===== config.mk =====
export PLATFORM = sky130hd
export DESIGN_NAME = imem_loader
export DESIGN_NICKNAME = d
export VERILOG_FILES = /design/src/rtl/imem_loader.sv
export SDC_FILE = /design/constraint.sdc
export NUM_CORES = 1
export LEC_CHECK = 0
export CAP_MARGIN = 20
export CELL_PAD_IN_SITES_DETAIL_PLACEMENT = 1
export CELL_PAD_IN_SITES_GLOBAL_PLACEMENT = 1
export CORE_ASPECT_RATIO = 1.4
export CORE_MARGIN = 2
export CORE_UTILIZATION = 30
export CTS_CLUSTER_SIZE = 40
export DETAILED_ROUTE_END_ITERATION = 7
export PLACE_DENSITY_LB_ADDON = 0.15
export SLEW_MARGIN = 15
export SYNTH_ARGS = -nofsm -noshare
export SYNTH_HDL_FRONTEND = slang
export SYNTH_SLANG_ARGS = --single-unit
export TNS_END_PERCENT = 5

===== constraint.sdc =====
create_clock -name clk -period 4.1 [get_ports clk]
set_input_delay 1.23 -clock clk [delete_from_list [all_inputs] [get_ports clk]]
set_output_delay 1.23 -clock clk [all_outputs]
set_load 0.01 [all_outputs]

===== src/rtl/imem_loader.sv =====
// Instruction memory loader: receives a little-endian word count followed by
// instruction words over a byte stream and writes them to memory.
module imem_loader #(
    parameter int unsigned MEM_SIZE = 32'd1024
) (
    input  logic        clk,
    input  logic        rst,
    input  logic        start,
    input  logic        in_valid,
    input  logic [7:0]  in_data,
    output logic        in_ready,
    output logic        mem_we,
    output logic [31:0] mem_addr,
    output logic [31:0] mem_wdata,
    output logic        busy,
    output logic        done,
    output logic        err
);

    typedef enum logic [1:0] {
        IDLE = 2'd0,
        LEN  = 2'd1,
        DATA = 2'd2,
        DONE = 2'd3
    } state_t;

    state_t      state;
    state_t      state_nxt;
    logic [1:0]  byte_cnt;
    logic [31:0] word_cnt;
    logic [31:0] len;
    logic [31:0] partial;
    logic        accept;
    logic        last_byte;
    logic [31:0] word_full;

    assign accept    = in_valid && in_ready;
    assign last_byte = (byte_cnt == 2'd3);
    // Shift register view: the incoming byte lands in the top lane.
    assign word_full = {in_data, partial[31:8]};

    // State register
    always_ff @(posedge clk) begin
        if (rst) begin
            state <= IDLE;
        end else begin
            state <= state_nxt;
        end
    end

    // Next-state logic
    always_comb begin
        state_nxt = state;
        case (state)
            IDLE: begin
                if (start) begin
                    state_nxt = LEN;
                end
            end
            LEN: begin
                if (accept && last_byte) begin
                    if (word_full == 32'd0) begin
                        state_nxt = DONE;
                    end else if (word_full > 32'(MEM_SIZE)) begin
                        state_nxt = IDLE;
                    end else begin
                        state_nxt = DATA;
                    end
                end
            end
            DATA: begin
                if (accept && last_byte && (word_cnt + 32'd1 == len)) begin
                    state_nxt = DONE;
                end
            end
            DONE: begin
                state_nxt = IDLE;
            end
            default: begin
                state_nxt = IDLE;
            end
        endcase
    end

    // State-decoded outputs
    always_comb begin
        in_ready = 1'b0;
        busy     = 1'b0;
        done     = 1'b0;
        case (state)
            LEN:  begin in_ready = 1'b1; busy = 1'b1; end
            DATA: begin in_ready = 1'b1; busy = 1'b1; end
            DONE: begin busy = 1'b1; done = 1'b1; end
            default: begin end
        endcase
    end

    // Byte assembly, counters and the registered memory write port
    always_ff @(posedge clk) begin
        if (rst) begin
            byte_cnt  <= 2'd0;
            word_cnt  <= 32'd0;
            len       <= 32'd0;
            partial   <= 32'd0;
            err       <= 1'b0;
            mem_we    <= 1'b0;
            mem_addr  <= 32'd0;
            mem_wdata <= 32'd0;
        end else begin
            mem_we <= 1'b0;
            if (state == IDLE && start) begin
                byte_cnt <= 2'd0;
                word_cnt <= 32'd0;
                err      <= 1'b0;
            end
            if (accept) begin
                partial  <= word_full;
                byte_cnt <= byte_cnt + 2'd1;
                if (last_byte) begin
                    if (state == LEN) begin
                        len <= word_full;
                        if (word_full > 32'(MEM_SIZE)) begin
                            err <= 1'b1;
                        end
                    end else begin
                        mem_we    <= 1'b1;
                        mem_addr  <= word_cnt << 2;
                        mem_wdata <= word_full;
                        word_cnt  <= word_cnt + 32'd1;
                    end
                end
            end
        end
    end

endmodule


; Word level (Yosys, flattened, before mapping)
; Index checks and enable logic that the tools add are counted.
[word_totals]
register_bits = 164
latch_bits = 0
ram_bits = 0
rom_bits = 0
output_inout_bits = 69
elab_cells = 57
memories = 0
[op_classes]
add_sub_neg = 2
n_mul = 0
div = 0
n_lt_le_gt_ge = 1
eq_ne = 8
shift = 0
n_mux = 21
bitwise = 3
reduce_logical = 13
[op_table]
columns = operator, count
row1 = $mux W32, 4
row2 = $add A32 B1 Y32 const B, 1
row3 = $eq A32 B32 Y1, 1
row4 = $gt A32 B11 Y1 const B, 1
row5 = $logic_not A32 Y1, 1
row6 = $mux W2, 7
row7 = $mux W1, 9
row8 = $reduce_and A3 Y1, 3
row9 = $pmux W2 S4, 1
row10 = $eq A2 B2 Y1 const B, 3
row11 = $ne A2 B2 Y1 const B, 3
row12 = $reduce_or A3 Y1, 2
row13 = $logic_and A1 B1 Y1, 4
row14 = $not A1 Y1, 3
row15 = $add A2 B1 Y2 const B, 1
row16 = $eq A2 B1 Y1 const B, 1
row17 = $logic_not A2 Y1, 1
row18 = $reduce_bool A2 Y1, 1
row19 = $reduce_or A2 Y1, 1

; Longest topological paths before layout
[logic_depth]
ltp_word = 8
depth_mapped = 11

; Least setup slack after synthesis
; No wires, ideal clock.
[synth_timing]
path_kind = register to register
start = reg word_cnt[0]
end = reg state[0]
setup_time_ns = 0.131
arrival_time_ns = 2.748
required_time_ns = 3.969
slack_ns = 1.222
path_stages_with_launch = 12
path_cell_list = dfxtp_1 -> ha_1 -> buf_2 -> nand3_1 -> or4_4 -> buf_6 -> or4_4 -> xnor2_1 -> nand4b_1 -> nor4_2 -> o21ai_0 -> nor3b_2
[synth_between]
elab_chain_len = 5
[synth_lines]
columns = element, line
row1 = from (decl), 30  ; logic [31:0] word_cnt;
row2 = from (signal assigned), 129  ; word_cnt <= word_cnt + 32'd1;
row3 = $add A32 B1 Y32, 72  ; if (accept && last_byte && (word_cnt + 32'd1 == len)) begin
row4 = $eq A32 B32 Y1, 72
row5 = $logic_and A1 B1 Y1, 72
row6 = $ne A2 B2 Y1 (no line), n/a
row7 = $reduce_and A3 Y1 (no line), n/a
row8 = to (signal assigned), 47  ; state <= state_nxt;
row9 = to (decl), 27  ; state_t state;
; Every way passes these cells.
; A chain may end at the register's enable or synchronous reset.

; Final worst setup path
; Same ends and word-level chain as after synthesis.

==> insert_results.sql <==
INSERT INTO impl_metrics (metric_group, metric, value, unit) VALUES
('worst_setup_path', 'cp.required', '4.40', 'ns'),
('pwr', 'power-per-cell-area', '373.0', 'nW/um2'),
('layout', 'inserted_diodes', '0', ''),
('route', 'avgViaCountPerCell', '5.118', ''),
('pwr', 'p_comb_share', '4.4', '%'),
('grt', 'globalRouteOverflowTotal', '0', ''),
('worst_setup_path', 'r2r_start', 'word_cnt[0]', ''),
('route', 'route.antenna.remaining_nets', '0', ''),
('timing', 'post-route-min-period', '3.358', 'ns'),
('timing', 'achievable-frequency', '297.8', 'MHz'),
('placement', 'io_buffers', '78', ''),
('synthesis', 'synth_area_per_cell', '7.575', 'um2'),
('clock_tree', 'clock_tree_from_tritoncts', 'done', ''),
('synthesis', 'synth_edf_count', '0', ''),
('grt', 'initial_antenna_violation_count', '0', ''),
('synthesis', 'ys_seq_elements', '156', ''),
('clock_tree', 'cts-buffers-inserted', '17', ''),
('worst_setup_path', 'critPathMaxFanout', '8', ''),
('die', 'floorplan.io_pins', '81', ''),
('layout', 'area.growth.synth_to_final', '22.34', '%'),
('worst_setup_path', 'setup.worst_path.end', 'state[0]', ''),
('timing', 'tightest_slew', '0.9465', 'ns'),
('timing', 'setup_viol_count_final', '0', ''),
('timing', 'setup_repair_after_global_routing_missed_its_margin', 'false', ''),
('worst_setup_path', 'worst-endpoint-arrival', '3.66', 'ns'),
('grt', 'grt_pass1_wl', '37330', 'um'),
('worst_setup_path', 'startpoint_type', 'register', ''),
('die', 'core_area', '23720', 'um2'),
('clock_tree', 'clock-sinks', '156', ''),
('clock_tree', 'clkSlewWorstSetupHoldPaths', '0.06', 'ns'),
('pwr', 'seqPwrFrac', '47.1', '%'),
('timing', 'final_hold_viol_count', '0', ''),
('pwr', 'power.internal', '0.002497', 'W'),
('clock_tree', 'clkLatencyLatePin', '0.44', 'ns'),
('min_path', 'timing.hold.worst.class', 'reg2reg', ''),
('pwr', 'netSwitchingFraction', '23.71', '%'),
('synthesis', 'synth.lib_cells_used.distinct', '59', ''),
('clock_tree', 'number_of_setup_buffers_added_after_cts', '0', ''),
('clock_tree', 'cts-htree-levels', '4', ''),
('worst_setup_path', 'regToRegEndpoint', 'state[0]', ''),
('placement', 'globalplace.congestion', '0.8255', ''),
('timing', 'worst_slew_margin_rel', '36.75', '%'),
('pwr', 'clock_power_share', '48.5', '%'),
('route', 'wire_length_per_cell_after_detailed_routing', '17.58', 'um'),
('timing', 'setup_total_negative_slack', '0', 'ns'),
('timing', 'timing.final.max_slew_violations', '0', ''),
('min_path', 'min-delay-start', 'mem_addr[29]', ''),
('layout', 'post-route-util', '36.99', '%'),
('worst_setup_path', 'timing.critical_path.from', 'word_cnt[0]', ''),
('clock_tree', 'cts.hold.buffers_added', '0', ''),
('synthesis', 'yosysWarnings', '0', ''),
('synthesis', 'yosysTopAreaCellShare', '43.54', '%'),
('grt', 'maximum_number_of_pins_on_one_net_before_global_route_repair', '66', ''),
('timing', 'timing.clock.skew', '0.01087', 'ns'),
('synthesis', 'synth.cell_area', '7173', 'um2'),
('placement', 'hpwl', '15910', 'um'),
('clock_tree', 'root_buffer_selected_by_cts', 'sky130_fd_sc_hd__clkbuf_16', ''),
('worst_setup_path', 'reg2reg_setup_slack', '0.74', 'ns'),
('layout', 'final_cell_mix', 'sky130_fd_sc_hd__nand2_1 (273), sky130_fd_sc_hd__a21oi_1 (157), sky130_fd_sc_hd__dfxtp_1 (156), sky130_fd_sc_hd__clkdlybuf4s50_1 (77), sky130_fd_sc_hd__nor2_1 (41)', ''),
('route', 'routed-via-count', '6694', ''),
('synthesis', 'synth-async-reset-ratio', '0', '%'),
('clock_tree', 'max-clock-path-buffers', '2', ''),
('route', 'drt_iter0_markers', '338', ''),
('layout', 'finish.net_count', '1005', ''),
('die', 'dieWidth', '134.7', 'um'),
('die', 'die_area', '25180', 'um2'),
('layout', 'most_frequent_standard_cell_in_the_layout_excluding_fill_and_tap_cells', 'sky130_fd_sc_hd__nand2_1', ''),
('die', 'die_height', '187.0', 'um'),
('grt', 'gr-usage-all-layers', '18.83', '%'),
('outcome', 'status', 'finished clean', ''),
('timing', 'layout_worst_path_cycle_share', '81.90', '%');
## worst max-delay path: stages (launching register included)
cell	delay, ns
sky130_fd_sc_hd__dfxtp_1	0.51
sky130_fd_sc_hd__ha_1	0.38
sky130_fd_sc_hd__nand3_1	0.17
sky130_fd_sc_hd__or4_4	0.63
sky130_fd_sc_hd__or4_4	0.47
sky130_fd_sc_hd__xnor2_1	0.22
sky130_fd_sc_hd__nand4b_1	0.13
sky130_fd_sc_hd__nor4_2	0.44
sky130_fd_sc_hd__o21ai_0	0.12
sky130_fd_sc_hd__nor3b_2	0.16
## routing by layer
layer,GRT usage [%],vias up,share of wire [%]
met2,31.00,112,50
li1,-,3315,-
met4,7.409,0,2.6
met3,3.388,35,2.5
met1,24.28,3232,45
met5,0,-,0
## cell type report
| type | instances | area (um2) |
|---|---|---|
| Clock buffer | 22 | 464.2 |
| Clock inverter | 9 | 113.9 |
| Fill cell | 2876 | 14950 |
| Inverter | 7 | 26.28 |
| Multi-Input combinational cell | 707 | 3715 |
| Sequential cell | 156 | 3123 |
| Tap cell | 310 | 387.9 |
| Timing Repair Buffer | 97 | 945.9 |
## worst min path at each step
stage	to	slack, ns	depth (start not counted)
global route	mem_addr[15]	0.47	2
CTS	mem_addr[2]	0.46	2
global placement	mem_wdata[25]	0.44	2
floorplan	len[0]	0.45	2
detailed placement	mem_addr[21]	0.45	2
finish	mem_addr[29]	0.45	2
## through the flow
stage / power [W] / instance area [um2] / std cells / setup WS, ns
2_1_floorplan: 0.001651 / 7177 / 948 / 1.222
3_3_place_gp: 0.001721 / 8198 / 1277 / 0.5652
3_5_place_dp: 0.001723 / 8198 / 1277 / 0.5192
4_1_cts: 0.003323 / 8776 / 1308 / 0.7659
5_1_grt: 0.003383 / 8776 / 1308 / 0.4580
6_report: 0.003273 / 8776 / 1308 / 0.7422
## synth_stat cells (3+ instances only)
cell type,instances
sky130_fd_sc_hd__ha_1,7
sky130_fd_sc_hd__a31oi_1,6
sky130_fd_sc_hd__nor4_1,15
sky130_fd_sc_hd__buf_4,3
sky130_fd_sc_hd__o211ai_1,3
sky130_fd_sc_hd__nand4b_1,3
sky130_fd_sc_hd__buf_2,12
sky130_fd_sc_hd__o21ai_0,27
sky130_fd_sc_hd__buf_1,7
sky130_fd_sc_hd__or4_1,4
sky130_fd_sc_hd__and4_1,8
sky130_fd_sc_hd__dfxtp_1,156
sky130_fd_sc_hd__clkbuf_1,55
sky130_fd_sc_hd__and3_1,4
sky130_fd_sc_hd__inv_1,7
sky130_fd_sc_hd__nand3b_1,5
sky130_fd_sc_hd__nand4_1,18
sky130_fd_sc_hd__nand2_1,273
sky130_fd_sc_hd__nor3_1,15
sky130_fd_sc_hd__nand3_1,21
sky130_fd_sc_hd__xor2_1,17
sky130_fd_sc_hd__a21oi_1,158
sky130_fd_sc_hd__nor2_1,42
sky130_fd_sc_hd__xnor2_1,26
sky130_fd_sc_hd__a311oi_1,6
sky130_fd_sc_hd__or3_1,5
sky130_fd_sc_hd__nor4_2,3
## state kept, by name, summed over array words and instances (netlist names), named ones only
name and count:
mem_we 1, mem_addr 30, len 32, word_cnt 32, byte_cnt 2, partial 24, state 1, err 1
mem_wdata 32
## cells by family after synthesis
logic type	Yosys count	share of synthesized area [%]
XOR/XNOR	43	5.250
multiplexers	1	0.1395
flip-flops	156	43.54
other	1	0.05228
buffers and inverters	85	4.919
AND/OR/NAND/NOR	432	27.65
adder cells (fa/ha/maj)	7	1.221
AO/OA/AOI/OAI	222	17.23
## power groups by stage
stage	sequential, W	combinational (W)	clock (W)
CTS	0.00154	0.000147	0.00163
floorplan	0.00157	0.0000852	0
finish	0.00154	0.000145	0.00159
global route	0.00154	0.000159	0.00168
global placement	0.00158	0.000145	0
detailed placement	0.00158	0.000146	0
No activity file was read; power rests on OpenSTA's default activity.
